File: src/rtl/axi_timer_if.sv
// AXI4-Lite style register bus used by axi_timer.
// Signal names keep the slave-side direction suffixes of the timer's port list.
interface axi_timer_if;
  logic        s_arvalid_i;
  logic        s_aready_o;
  logic [31:0] s_araddr_i;
  logic        s_rvalid_o;
  logic        s_rready_i;
  logic [31:0] s_rdata_o;
  logic [1:0]  s_rresp_o;
  logic        s_awvalid_i;
  logic        s_awready_o;
  logic [31:0] s_awaddr_i;
  logic        s_wvalid_i;
  logic        s_wready_o;
  logic [31:0] s_wdata_i;
  logic        s_bvalid_o;
  logic        s_bready_i;
  logic [1:0]  s_bresp_o;

  modport slave (
    input  s_arvalid_i, s_araddr_i, s_rready_i,
    input  s_awvalid_i, s_awaddr_i, s_wvalid_i, s_wdata_i, s_bready_i,
    output s_aready_o, s_rvalid_o, s_rdata_o, s_rresp_o,
    output s_awready_o, s_wready_o, s_bvalid_o, s_bresp_o
  );

  modport master (
    output s_arvalid_i, s_araddr_i, s_rready_i,
    output s_awvalid_i, s_awaddr_i, s_wvalid_i, s_wdata_i, s_bready_i,
    input  s_aready_o, s_rvalid_o, s_rdata_o, s_rresp_o,
    input  s_awready_o, s_wready_o, s_bvalid_o, s_bresp_o
  );
endinterface

File: src/rtl/axi_timer.sv
// Prescaled 32-bit up-counter with compare match, sticky status and level IRQ,
// programmed through an AXI-Lite slave with independent read and write paths.
module axi_timer (
  input  logic        clk_i,
  input  logic        rst_i,
  axi_timer_if.slave  bus,
  output logic        irq_o
);

  typedef enum logic {R_IDLE, R_RESP} rd_state_t;

  localparam logic [2:0] ADDR_CTRL     = 3'd0;
  localparam logic [2:0] ADDR_COUNT    = 3'd1;
  localparam logic [2:0] ADDR_COMPARE  = 3'd2;
  localparam logic [2:0] ADDR_STATUS   = 3'd3;
  localparam logic [2:0] ADDR_PRESCALE = 3'd4;
  localparam logic [1:0] RESP_OKAY     = 2'b00;
  localparam logic [1:0] RESP_SLVERR   = 2'b10;

  logic        ctrl_en, ctrl_irq_en, ctrl_auto_reload, status_match;
  logic [31:0] count_q, compare_q, prescale_q, pcnt_q;

  rd_state_t   rd_state;
  logic        aready_q, rvalid_q;
  logic [31:0] rdata_q;
  logic [1:0]  rresp_q;

  logic        aw_held, w_held, bvalid_q;
  logic [2:0]  awaddr_q;
  logic [31:0] wdata_q;
  logic [1:0]  bresp_q;

  logic        awready, wready, wr_fire, wr_mapped, tick, match_set;
  logic        rd_mapped;
  logic [31:0] rd_mux;
  logic        unused_addr_bits;

  assign unused_addr_bits = ^{bus.s_araddr_i[31:5], bus.s_araddr_i[1:0],
                              bus.s_awaddr_i[31:5], bus.s_awaddr_i[1:0]};

  assign awready   = !aw_held && !bvalid_q;
  assign wready    = !w_held && !bvalid_q;
  assign wr_fire   = aw_held && w_held;
  assign wr_mapped = (awaddr_q <= ADDR_PRESCALE);
  assign tick      = ctrl_en && (pcnt_q == prescale_q);
  assign match_set = tick && (count_q == compare_q);

  always_comb begin
    rd_mux    = 32'd0;
    rd_mapped = 1'b1;
    case (bus.s_araddr_i[4:2])
      ADDR_CTRL:     rd_mux = {29'd0, ctrl_auto_reload, ctrl_irq_en, ctrl_en};
      ADDR_COUNT:    rd_mux = count_q;
      ADDR_COMPARE:  rd_mux = compare_q;
      ADDR_STATUS:   rd_mux = {31'd0, status_match};
      ADDR_PRESCALE: rd_mux = prescale_q;
      default:       rd_mapped = 1'b0;
    endcase
  end

  // Read side: one outstanding read, data frozen until the R handshake.
  always_ff @(posedge clk_i) begin
    if (rst_i) begin
      rd_state <= R_IDLE;
      aready_q <= 1'b1;
      rvalid_q <= 1'b0;
      rdata_q  <= 32'd0;
      rresp_q  <= RESP_OKAY;
    end else begin
      case (rd_state)
        R_IDLE: if (bus.s_arvalid_i) begin
          rdata_q  <= rd_mux;
          rresp_q  <= rd_mapped ? RESP_OKAY : RESP_SLVERR;
          rvalid_q <= 1'b1;
          aready_q <= 1'b0;
          rd_state <= R_RESP;
        end
        R_RESP: if (bus.s_rready_i) begin
          rvalid_q <= 1'b0;
          aready_q <= 1'b1;
          rd_state <= R_IDLE;
        end
        default: rd_state <= R_IDLE;
      endcase
    end
  end

  always_ff @(posedge clk_i) begin
    if (rst_i) begin
      aw_held  <= 1'b0;
      w_held   <= 1'b0;
      awaddr_q <= 3'd0;
      wdata_q  <= 32'd0;
      bvalid_q <= 1'b0;
      bresp_q  <= RESP_OKAY;
    end else begin
      if (bus.s_awvalid_i && awready) begin
        aw_held  <= 1'b1;
        awaddr_q <= bus.s_awaddr_i[4:2];
      end
      if (bus.s_wvalid_i && wready) begin
        w_held  <= 1'b1;
        wdata_q <= bus.s_wdata_i;
      end
      if (wr_fire) begin
        aw_held  <= 1'b0;
        w_held   <= 1'b0;
        bvalid_q <= 1'b1;
        bresp_q  <= wr_mapped ? RESP_OKAY : RESP_SLVERR;
      end else if (bvalid_q && bus.s_bready_i) begin
        bvalid_q <= 1'b0;
      end
    end
  end

  // Software writes are placed after the tick update so they take priority.
  always_ff @(posedge clk_i) begin
    if (rst_i) begin
      ctrl_en          <= 1'b0;
      ctrl_irq_en      <= 1'b0;
      ctrl_auto_reload <= 1'b0;
      status_match     <= 1'b0;
      count_q          <= 32'd0;
      compare_q        <= 32'd0;
      prescale_q       <= 32'd0;
      pcnt_q           <= 32'd0;
    end else begin
      if (tick) begin
        pcnt_q  <= 32'd0;
        count_q <= (match_set && ctrl_auto_reload) ? 32'd0 : count_q + 32'd1;
      end else if (ctrl_en) begin
        pcnt_q <= pcnt_q + 32'd1;
      end
      if (match_set) begin
        status_match <= 1'b1;
      end else if (wr_fire && awaddr_q == ADDR_STATUS && wdata_q[0]) begin
        status_match <= 1'b0;
      end
      if (wr_fire) begin
        case (awaddr_q)
          ADDR_CTRL: begin
            ctrl_en          <= wdata_q[0];
            ctrl_irq_en      <= wdata_q[1];
            ctrl_auto_reload <= wdata_q[2];
          end
          ADDR_COUNT:   count_q   <= wdata_q;
          ADDR_COMPARE: compare_q <= wdata_q;
          ADDR_PRESCALE: begin
            prescale_q <= wdata_q;
            pcnt_q     <= 32'd0;
          end
          default: ;
        endcase
      end
    end
  end

  assign bus.s_aready_o  = aready_q;
  assign bus.s_rvalid_o  = rvalid_q;
  assign bus.s_rdata_o   = rdata_q;
  assign bus.s_rresp_o   = rresp_q;
  assign bus.s_awready_o = awready;
  assign bus.s_wready_o  = wready;
  assign bus.s_bvalid_o  = bvalid_q;
  assign bus.s_bresp_o   = bresp_q;
  assign irq_o           = status_match && ctrl_irq_en;

endmodule
File: src/flat_wrapper.sv
// flat-port wrapper written by rule: the top's interface ports become plain ports
module axi_timer_flat 
  (clk_i, rst_i, irq_o, bus_s_arvalid_i, bus_s_araddr_i, bus_s_rready_i, bus_s_awvalid_i, bus_s_awaddr_i, bus_s_wvalid_i, bus_s_wdata_i, bus_s_bready_i, bus_s_aready_o, bus_s_rvalid_o, bus_s_rdata_o, bus_s_rresp_o, bus_s_awready_o, bus_s_wready_o, bus_s_bvalid_o, bus_s_bresp_o);
  axi_timer_if bus_i ();
  input  logic clk_i;
  input  logic rst_i;
  output logic irq_o;
  input wire logic [$bits(bus_i.s_arvalid_i)-1:0] bus_s_arvalid_i;
  input wire logic [$bits(bus_i.s_araddr_i)-1:0] bus_s_araddr_i;
  input wire logic [$bits(bus_i.s_rready_i)-1:0] bus_s_rready_i;
  input wire logic [$bits(bus_i.s_awvalid_i)-1:0] bus_s_awvalid_i;
  input wire logic [$bits(bus_i.s_awaddr_i)-1:0] bus_s_awaddr_i;
  input wire logic [$bits(bus_i.s_wvalid_i)-1:0] bus_s_wvalid_i;
  input wire logic [$bits(bus_i.s_wdata_i)-1:0] bus_s_wdata_i;
  input wire logic [$bits(bus_i.s_bready_i)-1:0] bus_s_bready_i;
  output wire logic [$bits(bus_i.s_aready_o)-1:0] bus_s_aready_o;
  output wire logic [$bits(bus_i.s_rvalid_o)-1:0] bus_s_rvalid_o;
  output wire logic [$bits(bus_i.s_rdata_o)-1:0] bus_s_rdata_o;
  output wire logic [$bits(bus_i.s_rresp_o)-1:0] bus_s_rresp_o;
  output wire logic [$bits(bus_i.s_awready_o)-1:0] bus_s_awready_o;
  output wire logic [$bits(bus_i.s_wready_o)-1:0] bus_s_wready_o;
  output wire logic [$bits(bus_i.s_bvalid_o)-1:0] bus_s_bvalid_o;
  output wire logic [$bits(bus_i.s_bresp_o)-1:0] bus_s_bresp_o;
  assign bus_i.s_arvalid_i = bus_s_arvalid_i;
  assign bus_i.s_araddr_i = bus_s_araddr_i;
  assign bus_i.s_rready_i = bus_s_rready_i;
  assign bus_i.s_awvalid_i = bus_s_awvalid_i;
  assign bus_i.s_awaddr_i = bus_s_awaddr_i;
  assign bus_i.s_wvalid_i = bus_s_wvalid_i;
  assign bus_i.s_wdata_i = bus_s_wdata_i;
  assign bus_i.s_bready_i = bus_s_bready_i;
  assign bus_s_aready_o = bus_i.s_aready_o;
  assign bus_s_rvalid_o = bus_i.s_rvalid_o;
  assign bus_s_rdata_o = bus_i.s_rdata_o;
  assign bus_s_rresp_o = bus_i.s_rresp_o;
  assign bus_s_awready_o = bus_i.s_awready_o;
  assign bus_s_wready_o = bus_i.s_wready_o;
  assign bus_s_bvalid_o = bus_i.s_bvalid_o;
  assign bus_s_bresp_o = bus_i.s_bresp_o;
  axi_timer u_core (.clk_i(clk_i), .rst_i(rst_i), .bus(bus_i), .irq_o(irq_o));
endmodule
File: config.mk
export PLATFORM = sky130hd
export DESIGN_NAME = axi_timer_flat
export DESIGN_NICKNAME = d
export VERILOG_FILES = /design/src/rtl/axi_timer_if.sv /design/src/rtl/axi_timer.sv /design/src/flat_wrapper.sv
export SDC_FILE = /design/constraint.sdc
export NUM_CORES = 1
export LEC_CHECK = 0
export ABC_AREA = 1
export BUFFER_PORTS_ARGS = -buffer_cell sky130_fd_sc_hd__clkbuf_2
export CORE_MARGIN = 10
export CORE_UTILIZATION = 50
export DETAILED_ROUTE_END_ITERATION = 10
export PLACE_DENSITY_LB_ADDON = 0.15
export SETUP_SLACK_MARGIN = 0.1
export SYNTH_ARGS = -nofsm -noshare
export SYNTH_HDL_FRONTEND = slang
export SYNTH_SLANG_ARGS = --single-unit
File: constraint.sdc
create_clock -name clk_i -period 5.15 [get_ports clk_i]
set_clock_uncertainty 0.1 [all_clocks]
set_input_delay 0.515 -clock clk_i [delete_from_list [all_inputs] [get_ports clk_i]]
set_output_delay 0.515 -clock clk_i [all_outputs]
set_load 0.02 [all_outputs]
Yosys cells after proc, flatten, opt, wreduce, memory -nomap -nowiden
Cells that the tools add are included.

word-level totals
  register bits after elaboration = 209
  latch bits = 0
  memory bits (writable) = 0
  ROM bits = 0
  input port bits = 103
  output and inout bits = 42
  memories kept = 0

cells by class
  $add $sub $neg = 2
  multipliers = 0
  divide/modulo/power cells = 0
  $lt $le $gt $ge = 1
  equal/unequal tests = 12
  shifts and indexed selects = 0
  multiplexer cells = 25
  bitwise operators = 1
  reductions and logical operators = 26

operators with widths
  kind                     number
  $mux W32                 8
  $pmux W32 S5             1
  $add A32 B1 Y32 const B  2
  $eq A32 B32 Y1           2
  $eq A3 B2 Y1 const B     4
  $logic_and A1 B1 Y1      12
  $mux W1                  11
  $reduce_and A2 Y1        5
  $eq A3 B1 Y1 const B     2
  $eq A3 B3 Y1 const B     2
  $logic_not A3 Y1         2
  $pmux W1 S2              3
  $reduce_or A5 Y1         1
  $mux W2                  2
  $ne A2 B2 Y1 const B     2
  $reduce_bool A2 Y1       2
  $le A3 B3 Y1 const B     1
  $logic_not A1 Y1         3
  $reduce_or A2 Y1         1
  $not A1 Y1               1

Longest topological paths before layout
Gate-level depths: netlist of run 1.

  depth in word-level cells = 8
  depth in mapped cells = 18
  depth with buffers taken out = 16

Least setup slack after synthesis of run 1
OpenSTA, ideal clock, no wires.

  kind = register -> register
  from = register u_core.count_q[0]
  to = register u_core.count_q[28]
  arrival = 1.646 ns
  data required time = 4.922 ns
  setup slack = 3.276 ns
  cell stages (with the launch flop) = 13
  clock period less this slack = 1.874 ns
  cell sequence = dfxtp_1 > ha_1 > nand3_2 > nor2_4 > nand3_2 > nor3_2 > nand3_1 > nor2_1 > nand3_1 > nand2_1 > nor2_1 > nor2_1 > nor2_1

on the way
  cells in the longest elaborated chain, start to end = 7
  elaborated cells on any way between the ends = 8
  classes of those cells = add/sub (1); eq/ne (1); mux (4); reduce/logical (2)

RTL lines
  what                                                     RTL line          source
  start: declaration                                       axi_timer.sv:21   logic [31:0] count_q, compare_q, prescale_q, pcnt_q;
  start signal: assignment                                 axi_timer.sv:130  count_q <= (match_set && ctrl_auto_reload) ? 32'd0 : count_q + 32'd1;
  start signal: assignment                                 axi_timer.sv:146  ADDR_COUNT: count_q <= wdata_q;
  branches (longest 3 deep; another with $add A32 B1 Y32)  n/a
  $mux W32 (*)                                             axi_timer.sv:130
  $mux W32 (*)                                             axi_timer.sv:128  if (tick) begin
  $mux W32                                                 axi_timer.sv:140  case (awaddr_q)
  $mux W32 (*)                                             axi_timer.sv:139  if (wr_fire) begin

Every way passes the cells marked *.
A chain may end at the register's enable or synchronous reset.

Worst setup path after layout of run 1
  from = register u_core.pcnt_q[6]
  to = register u_core.count_q[18]

on the way
  cells in the longest elaborated chain, start to end = 8

RTL lines
  what                      RTL line          source
  start: declaration        axi_timer.sv:21
  start signal: assignment  axi_timer.sv:132  pcnt_q <= pcnt_q + 32'd1;
  $eq A32 B32 Y1 (*)        axi_timer.sv:45   assign tick = ctrl_en && (pcnt_q == prescale_q);
  $logic_and A1 B1 Y1 (*)   axi_timer.sv:45
  $logic_and A1 B1 Y1       axi_timer.sv:46   assign match_set = tick && (count_q == compare_q);
  $logic_and A1 B1 Y1       axi_timer.sv:130
  $mux W32                  axi_timer.sv:130
  $mux W32 (*)              axi_timer.sv:128
  $mux W32                  axi_timer.sv:140
  $mux W32 (*)              axi_timer.sv:139

Every way passes the cells marked *; elsewhere a longest branch is shown, timed or not.

==> impl_metrics.py, run 1 <==
metrics = {
    "synthesis": {
        "ys.flop_type": "dfxtp_1",
        "synth_edf_count": 0,
        "syn_area_per_cell_um2": 6.55,
        "ys_seq_elements": 207,
        "yosysSeqAreaShare_pct": 39.2,
        "synth_top_area_share_pct": 39.2,
        "synth_warnings": 0,
        "synth_area_leaders": "dfxtp_1, nand2_1, nor2_1",
        "async_reset_ff_share_pct": 0,
        "netlist-cell-type-count": 40,
        "syn-instance-count": 1612,
        "synth_area_um2": 10600,
        "yosysTopAreaCell": "dfxtp_1",
    },
    "cts": {
        "cts_tree": "built",
        "clk_pin_slew_ns": 0.06,
        "clkLatencyLatePin_ns": 0.52,
        "cts.path.max_buffers": 3,
        "cts_setup_buffers": 0,
        "root_buffer": "clkbuf_16",
        "cts_buffers": 24,
        "cts_htree_levels": 1,
        "cts_hold_buf": 0,
        "clock-sinks": 207,
        "cts_resized": 0,
    },
    "sta": {
        "setup_viol": 0,
        "rsz0062_at_grt": "no",
        "maxSlewHeadroom_pct": 15.4,
        "hold_viol_final": 0,
        "finalSetupTns_ns": 0,
        "fin_crit_ns": 3.46,
        "worst_pin_slew_ns": 1.27,
        "finalCritPeriodShare_pct": 67.1,
        "setup_ws_ns": 1.69,
        "fmaxAchievable_mhz": 289,
        "maxSlewViolCount": 0,
        "whs_ns": 0.128,
    },
    "placed_design": {
        "detailed_place.area_um2": 11100,
        "place_ws_ns": 1.73,
        "placed_cells": 1916,
        "gp_congestion": 0.935,
        "place_hpwl_mm": 23.9,
        "portBuffers": 84,
    },
    "routing": {
        "vias": 10300,
        "drt-total-wl_mm": 32.5,
        "antenna_left": 0,
        "wl_per_cell_um": 16.6,
        "viasPerCell": 5.26,
        "drtIter0Drc": 836,
        "drcViolationCount": 0,
        "dr.pass1.iters": 5,
    },
    "floorplan": {
        "die_h_um": 165,
        "rows": 53,
        "initial_core_util_pct": 50.6,
        "dieArea_um2": 27300,
        "core_um2": 20900,
        "ios": 145,
        "die_w_um": 165,
    },
    "global_route": {
        "antenna_found_initial": 1,
        "grt.overflow.total": 0,
        "grt_max_degree": 67,
        "grt_pass1_wl_mm": 51.3,
        "grt_pass1_vias": 9369,
        "grt.total_usage_pct": 23.5,
    },
    "power": {
        "p_total_mw": 3.60,
        "leakagePower_nw": 5.06,
        "p_per_area_nw_per_um2": 304,
        "vdd_drop_max_v": 0.000239,
    },
    "finish": {
        "nets": 1772,
        "syn_to_final_growth_pct": 12.4,
        "layout.cells.non_filler": 1960,
        "antenna_cells": 0,
        "design_area_um2": 11900,
        "fill_cells": 2105,
        "fin_util_pct": 56.8,
        "final_cell_mix": "nand2_1, nor2_1, dfxtp_1",
        "layout-drive-gt1-share_pct": 10.4,
        "final_common_cell": "nand2_1",
    },
    "setup_path": {
        "cp-end-kind": "flop",
        "start_kind": "flop",
        "arrival_ns": 3.72,
        "cp.required_ns": 5.41,
        "worstSetupPathType": "reg -> reg",
        "regToRegSetupSlack_ns": 1.69,
        "timing.critical_path.fanout_max": 30,
    },
    "run": {
        "maxCapViolCount": 0,
    },
    "run_status": {
        "status": "finished clean",
    },
    "hold_path": {
        "worstHoldPathType": "in -> reg",
    },
}
-- state kept, by name, summed over array words and instances (netlist names) --
name / count
u_core.ctrl_en: 1
u_core.status_match: 1
u_core.bus.s_bvalid_o: 1
u_core.pcnt_q: 32
u_core.rd_state: 1
u_core.bus.s_rresp_o: 1
u_core.wdata_q: 32
u_core.aw_held: 1
u_core.bus.s_aready_o: 1
u_core.bus.s_rvalid_o: 1
u_core.prescale_q: 32
u_core.count_q: 32
u_core.bus.s_rdata_o: 32
u_core.bus.s_bresp_o: 1
u_core.awaddr_q: 3
u_core.w_held: 1
u_core.ctrl_auto_reload: 1
u_core.ctrl_irq_en: 1
u_core.compare_q: 32
-- worst max-delay path, cell delays in order, from the launching register on --
cell and delay [ns]:
dfxtp_1 0.44, inv_2 0.09, nand2_1 0.17, o21ai_1 0.10
nor2_1 0.11, nand2_1 0.07, nor2_1 0.08, nand3_1 0.10
nor2_2 0.55, nand3_1 0.16, nand2_1 0.96, nor2_1 0.15
nor2_1 0.13, nor2_1 0.05
-- Yosys cell counts, types with 2 or more instances --
library cell    n
nand3_1        63
dfxtp_1       207
buf_6           3
inv_2          20
a211oi_1        2
nor3_1         24
nor3_2          4
buf_2           2
clkinv_1        4
xor2_1         42
buf_1           2
nor2_1        265
o221ai_1       23
nor2_2          4
nand2_1       391
o22ai_1         5
nand4_1        14
nor2_4          2
xnor2_1        19
a21oi_1       141
o2111ai_1       2
o21ai_1         2
o21ai_0       116
ha_1            2
nor4_1          5
clkbuf_1       49
or2_2           2
inv_1         171
nand3_2         4
buf_4          12
-- final cells by class --
| type | count | area [um^2] | share of cell area [%] |
|---|---|---|---|
| Multi-Input combinational cell | 1143 | 5370 | 45.3 |
| Timing Repair Buffer | 96 | 510 | 4.30 |
| Tap cell | 275 | 344 | 2.90 |
| Clock inverter | 10 | 77.6 | 0.654 |
| Clock buffer | 34 | 689 | 5.81 |
| Sequential cell | 207 | 4140 | 34.9 |
| Inverter | 195 | 732 | 6.17 |
-- routing by layer --
metal	wire, um	part of all wire (%)	vias up	GRT usage [%]
met5	0	0	-	0
met4	391	1.2	0	3.55
met3	2330	7.2	28	3.59
met2	14300	44	323	37.0
met1	15500	48	4716	33.8
li1	-	-	5234	-
-- cell families (layout without fill, tap and decap cells) --
family / after synthesis / after routing / synth area share (%)
AOI/OAI and AO/OA: 294 / 294 / 15.0
xor gates and xnor gates: 61 / 61 / 5.06
buffers and inverters: 263 / 335 / 10.0
and+or+nand+nor: 784 / 784 / 30.4
DFF: 207 / 207 / 39.2
adders and majority gates: 2 / 2 / 0.237
other: 1 / 2 / 0.0355
-- power by group --
group	switching [mW]	internal, mW	total [mW]
Sequential	0.0452	1.64	1.69
Combinational	0.182	0.0735	0.256
Clock	0.677	0.980	1.66
-- final timing paths --
| path | startpoint | end | depth (start not counted) |
|---|---|---|---|
| max | u_core.pcnt_q[6] | u_core.count_q[18] | 13 |
| min | bus_s_arvalid_i | u_core.rd_state | 3 |
| max reg2reg | u_core.pcnt_q[6] | u_core.count_q[18] | 13 |
| min reg2reg | u_core.bus.s_rdata_o[31] | u_core.bus.s_rdata_o[31] | 2 |
Power figures use the tool's default switching activity.
==> run 2: changes to the inputs <==
==> constraint.sdc (replaced) <==
create_clock -name clk_i -period 2.82 [get_ports clk_i]
set_clock_uncertainty 0.1 [all_clocks]
set_input_delay 0.282 -clock clk_i [delete_from_list [all_inputs] [get_ports clk_i]]
set_output_delay 0.282 -clock clk_i [all_outputs]
set_load 0.02 [all_outputs]
==> impl_metrics.py, run 2 (same netlist as run 1, synthesis figures left out) <==
metrics = {
    "power": {
        "internal-power_mw": 4.82,
        "leakagePower_nw": 5.21,
        "vdd_drop_max_v": 0.000442,
        "seq_power_share_pct": 48.1,
        "p_sw_share_pct": 24.9,
        "p_per_area_nw_per_um2": 526,
        "pwr-share-clk_pct": 43.9,
        "power.switching_mw": 1.60,
        "combPwrFrac_pct": 8.0,
    },
    "placed_design": {
        "place_hpwl_mm": 24.0,
        "gp_congestion": 0.952,
        "place_ws_ns": 0.525,
        "portBuffers": 84,
    },
    "sta": {
        "maxSlewViolCount": 0,
        "rsz0062_at_grt": "no",
        "maxSlewHeadroom_pct": 42.4,
        "setup_ws_ns": 0.459,
        "hold_viol_final": 0,
        "fmaxAchievable_mhz": 424,
        "fin_crit_ns": 2.36,
        "finalSetupTns_ns": 0,
        "worst_pin_slew_ns": 0.863,
        "finalCritPeriodShare_pct": 83.7,
        "setup_viol": 0,
    },
    "finish": {
        "nets": 1812,
        "final_common_cell": "nand2_1",
        "antenna_cells": 0,
        "fill_cells": 2016,
        "seq_area_um2": 4140,
        "syn_to_final_growth_pct": 15.5,
        "multi_input_area_um2": 5370,
        "final_cell_mix": "nand2_1, nor2_1, dfxtp_1",
        "layout-drive-gt1-share_pct": 10.5,
    },
    "setup_path": {
        "worstSetupPathType": "reg -> reg",
        "cp.required_ns": 3.08,
        "arrival_ns": 2.62,
        "cp-end-kind": "flop",
        "crit_top_cell": "nor2_1",
        "regToRegSetupSlack_ns": 0.46,
        "start_kind": "flop",
        "crit_family": "simple AND/OR/NAND/NOR gates",
        "timing.critical_path.fanout_max": 30,
        "crit_slowest_cell": "dfxtp_1",
        "cp_cell_sequence": "inv_2, nand2_1, o21ai_1, nor2_1, nand2_1, nor2_1, nand3_1, nor2_2, nand3_1, nand2_1, buf_12, nor2_1, nor2_1, nor2_1",
        "critPathMaxStageDelay_ns": 0.45,
        "crit_buf_inv": 2,
    },
    "floorplan": {
        "die_w_um": 165,
        "ios": 145,
        "core_um2": 20900,
        "dieArea_um2": 27300,
        "rows": 53,
        "die_h_um": 165,
        "initial_core_util_pct": 50.6,
    },
    "global_route": {
        "grt.total_usage_pct": 23.6,
        "antenna_found_initial": 0,
        "grt_max_degree": 66,
        "grt_pass1_vias": 9635,
        "grt.overflow.total": 0,
        "grt_pass1_wl_mm": 51.9,
    },
    "cts": {
        "cts_buffers": 23,
        "cts_tree": "built",
        "clock-sinks": 207,
        "clkLatencyLatePin_ns": 0.51,
        "cts.path.max_buffers": 3,
        "cts_resized": 0,
        "cts_setup_buffers": 0,
        "cts_htree_levels": 1,
        "root_buffer": "clkbuf_16",
        "cts_hold_buf": 31,
        "clk_pin_slew_ns": 0.06,
    },
    "routing": {
        "viasPerCell": 5.24,
        "drtIter0Drc": 908,
        "drcViolationCount": 0,
        "antenna_left": 0,
        "vias": 10500,
        "dr.pass1.iters": 6,
        "drt-total-wl_mm": 32.4,
        "wl_per_cell_um": 16.2,
    },
    "run": {
        "maxCapViolCount": 0,
    },
    "hold_path": {
        "worstHoldPathType": "in -> reg",
    },
    "run_status": {
        "status": "finished clean",
    },
}
run 2: final timing paths:
kind,start,depth (start not counted),end
setup / recovery,u_core.pcnt_q[6],14,u_core.count_q[27]
setup reg to reg,u_core.pcnt_q[6],14,u_core.count_q[27]
hold / removal,bus_s_wdata_i[29],3,u_core.wdata_q[29]
hold reg to reg,u_core.bus.s_aready_o,2,u_core.bus.s_aready_o
run 2: routing by layer:
| metal | GRT usage, % | vias up | wire length, um |
|---|---|---|---|
| li1 | - | 5307 | - |
| met1 | 33.5 | 4751 | 15000 |
| met2 | 36.9 | 355 | 14300 |
| met3 | 2.88 | 48 | 2300 |
| met4 | 6.46 | 0 | 782 |
| met5 | 0 | - | 0 |
run 2: per-stage QoR:
| stage | area [um^2] | std cells | util (%) | total power [mW] | hold WS [ns] |
|---|---|---|---|---|---|
| 2_1_floorplan | 10600 | 1613 | - | 3.44 | 0.311 |
| 3_3_place_gp | 11200 | 1926 | 53.6 | 3.61 | 0.343 |
| 3_5_place_dp | 11200 | 1926 | 53.6 | 3.62 | 0.353 |
| 4_1_cts | 12200 | 1995 | 58.4 | 6.44 | 0.00150 |
| 5_1_grt | 12200 | 1995 | 58.4 | 6.64 | 0.0337 |
| 6_report | 12200 | 1995 | 58.4 | 6.42 | 0.00304 |
run 2: power groups by stage:
| stage | Sequential, mW | Clock, mW | Combinational [mW] |
|---|---|---|---|
| 3_5_place_dp | 3.14 | 0 | 0.476 |
| 4_1_cts | 3.08 | 2.85 | 0.512 |
| 3_3_place_gp | 3.14 | 0 | 0.470 |
| 2_1_floorplan | 3.11 | 0 | 0.324 |
| 6_report | 3.09 | 2.82 | 0.515 |
| 5_1_grt | 3.09 | 2.98 | 0.576 |
run 2: tightest hold or removal path, delay by kind of cell:
family / cells / cell delay (ns)
AOI/OAI and AO/OA: 2 / 0.21
buffers and inverters: 1 / 0.07
run 2: layout make-up:
class	instances	share of cell area [%]
Clock inverter	5	0.226
Inverter	195	6.00
Multi-Input combinational cell	1143	44.0
Timing Repair Buffer	137	7.45
Tap cell	275	2.82
Clock buffer	33	5.52
Sequential cell	207	34.0
==> run 3: changes to the inputs <==
==> constraint.sdc (replaced) <==
create_clock -name clk_i -period 2.4 [get_ports clk_i]
set_clock_uncertainty 0.1 [all_clocks]
set_input_delay 0.24 -clock clk_i [delete_from_list [all_inputs] [get_ports clk_i]]
set_output_delay 0.24 -clock clk_i [all_outputs]
set_load 0.02 [all_outputs]
==> impl_metrics.py, run 3 (same netlist as run 1, synthesis figures left out) <==
metrics = {
    "placed_design": {
        "detailed_place.area_um2": 11400,
        "portBuffers": 84,
        "gp_congestion": 0.914,
        "place_ws_ns": 0.142,
        "place_hpwl_mm": 25.0,
    },
    "sta": {
        "fmaxAchievable_mhz": 461,
        "maxSlewHeadroom_pct": 47.5,
        "fin_crit_ns": 2.17,
        "setup_viol": 0,
        "finalCritPeriodShare_pct": 90.3,
        "worst_pin_slew_ns": 0.788,
        "maxSlewViolCount": 0,
        "finalSetupTns_ns": 0,
        "rsz0062_at_grt": "yes",
        "whs_ns": 0.0328,
        "hold_viol_final": 0,
        "setup_ws_ns": 0.233,
    },
    "global_route": {
        "grt_pass1_vias": 9819,
        "grt_max_degree": 66,
        "grt_pass1_wl_mm": 52.6,
        "antenna_found_initial": 0,
        "grt.overflow.total": 0,
        "grt.total_usage_pct": 24.1,
    },
    "cts": {
        "clk_pin_slew_ns": 0.06,
        "cts_setup_buffers": 0,
        "cts_tree": "built",
        "clkLatencyLatePin_ns": 0.54,
        "clock-sinks": 207,
        "cts.path.max_buffers": 3,
        "root_buffer": "clkbuf_16",
        "cts_buffers": 24,
        "cts_htree_levels": 1,
    },
    "setup_path": {
        "reg2reg_from": "u_core.prescale_q[28]",
        "cp.required_ns": 2.69,
        "cp_cell_sequence": "inv_1, nand2_1, nand2_1, nor2_1, nand2_1, nor2_1, nand3_2, nor2_4, nand3_1, nand2_2, buf_12, nor2_1, nor2_1, nor2_1",
        "arrival_ns": 2.46,
        "worstSetupPathType": "reg -> reg",
        "critPathMaxStageDelay_ns": 0.35,
        "timing.critical_path.fanout_max": 24,
        "crit_top_cell": "nor2_1",
        "crit_slowest_cell": "dfxtp_1",
        "cp-end-kind": "flop",
        "start_kind": "flop",
        "crit_path_start": "u_core.prescale_q[28]",
    },
    "finish": {
        "final_common_cell": "nand2_1",
        "final_cell_mix": "nand2_1, nor2_1, dfxtp_1",
        "layout-drive-gt1-share_pct": 12.5,
        "syn_to_final_growth_pct": 19.8,
        "antenna_cells": 0,
        "nets": 1844,
        "design_area_um2": 12700,
    },
    "routing": {
        "drcViolationCount": 0,
        "dr.pass1.iters": 5,
        "drt-total-wl_mm": 33.3,
        "wl_per_cell_um": 16.4,
        "vias": 10500,
        "drtIter0Drc": 1077,
        "antenna_left": 0,
        "viasPerCell": 5.18,
    },
    "hold_path": {
        "min_from": "bus_s_awvalid_i",
        "worstHoldPathType": "in -> reg",
    },
    "power": {
        "p_per_area_nw_per_um2": 631,
        "leakagePower_nw": 5.43,
        "vdd_drop_max_v": 0.000599,
    },
    "floorplan": {
        "rows": 53,
        "core_um2": 20900,
        "initial_core_util_pct": 50.6,
        "die_w_um": 165,
        "dieArea_um2": 27300,
        "ios": 145,
        "die_h_um": 165,
    },
    "run_status": {
        "status": "finished clean",
    },
    "run": {
        "maxCapViolCount": 0,
    },
}
## run 3: worst paths after layout
| kind | endpoint | slack [ns] | cells past startpoint |
|---|---|---|---|
| min reg2reg | u_core.bus.s_aready_o | 0.36 | 2 |
| max | u_core.count_q[24] | 0.23 | 14 |
| max reg2reg | u_core.count_q[24] | 0.23 | 14 |
| min | u_core.aw_held | 0.03 | 5 |
## run 3: per-layer routing
layer	part of all wire, %	GRT usage (%)	vias to the layer above
li1	-	-	5390
met1	45	33.7	4721
met2	44	37.1	359
met3	7.8	4.44	52
met4	2.6	7.14	0
met5	0	0	-
## run 3: repair_timing
action	CTS	global route
endpoints found under the hold margin	45	0
hold buffers	41	0
gates resized for setup	0	18
endpoints found under the setup margin	0	32
## run 3: where the power goes
part / internal (mW) / switching (mW) / leakage, nW
Sequential: 3.53 / 0.102 / 1.68
Clock: 2.22 / 1.49 / 0.395
Combinational: 0.233 / 0.414 / 3.36
## run 3: final cells by class
class	instances	area (um^2)
well taps	275	344
clock buffers	36	696
flip-flops and latches	207	4150
clock inverters	8	105
fillers	2014	8230
repair buffers	168	1220
multi-input cells	1143	5410
inverters	195	732
## run 3: through the flow
step                      util, %  power [mW]  cells
after floorplan                 -        4.04   1613
after global placement       54.6        4.27   1947
after detailed placement     54.6        4.27   1947
after CTS                    60.4        8.00   2032
after global routing         60.6        8.25   2032
final                        60.6        7.99   2032
## run 3: worst max-delay path, delay by kind of cell, from the launching register on
family | cells | cell delay [ns]
DFF | 1 | 0.35
buffers and inverters | 2 | 0.27
and+or+nand+nor | 12 | 1.31
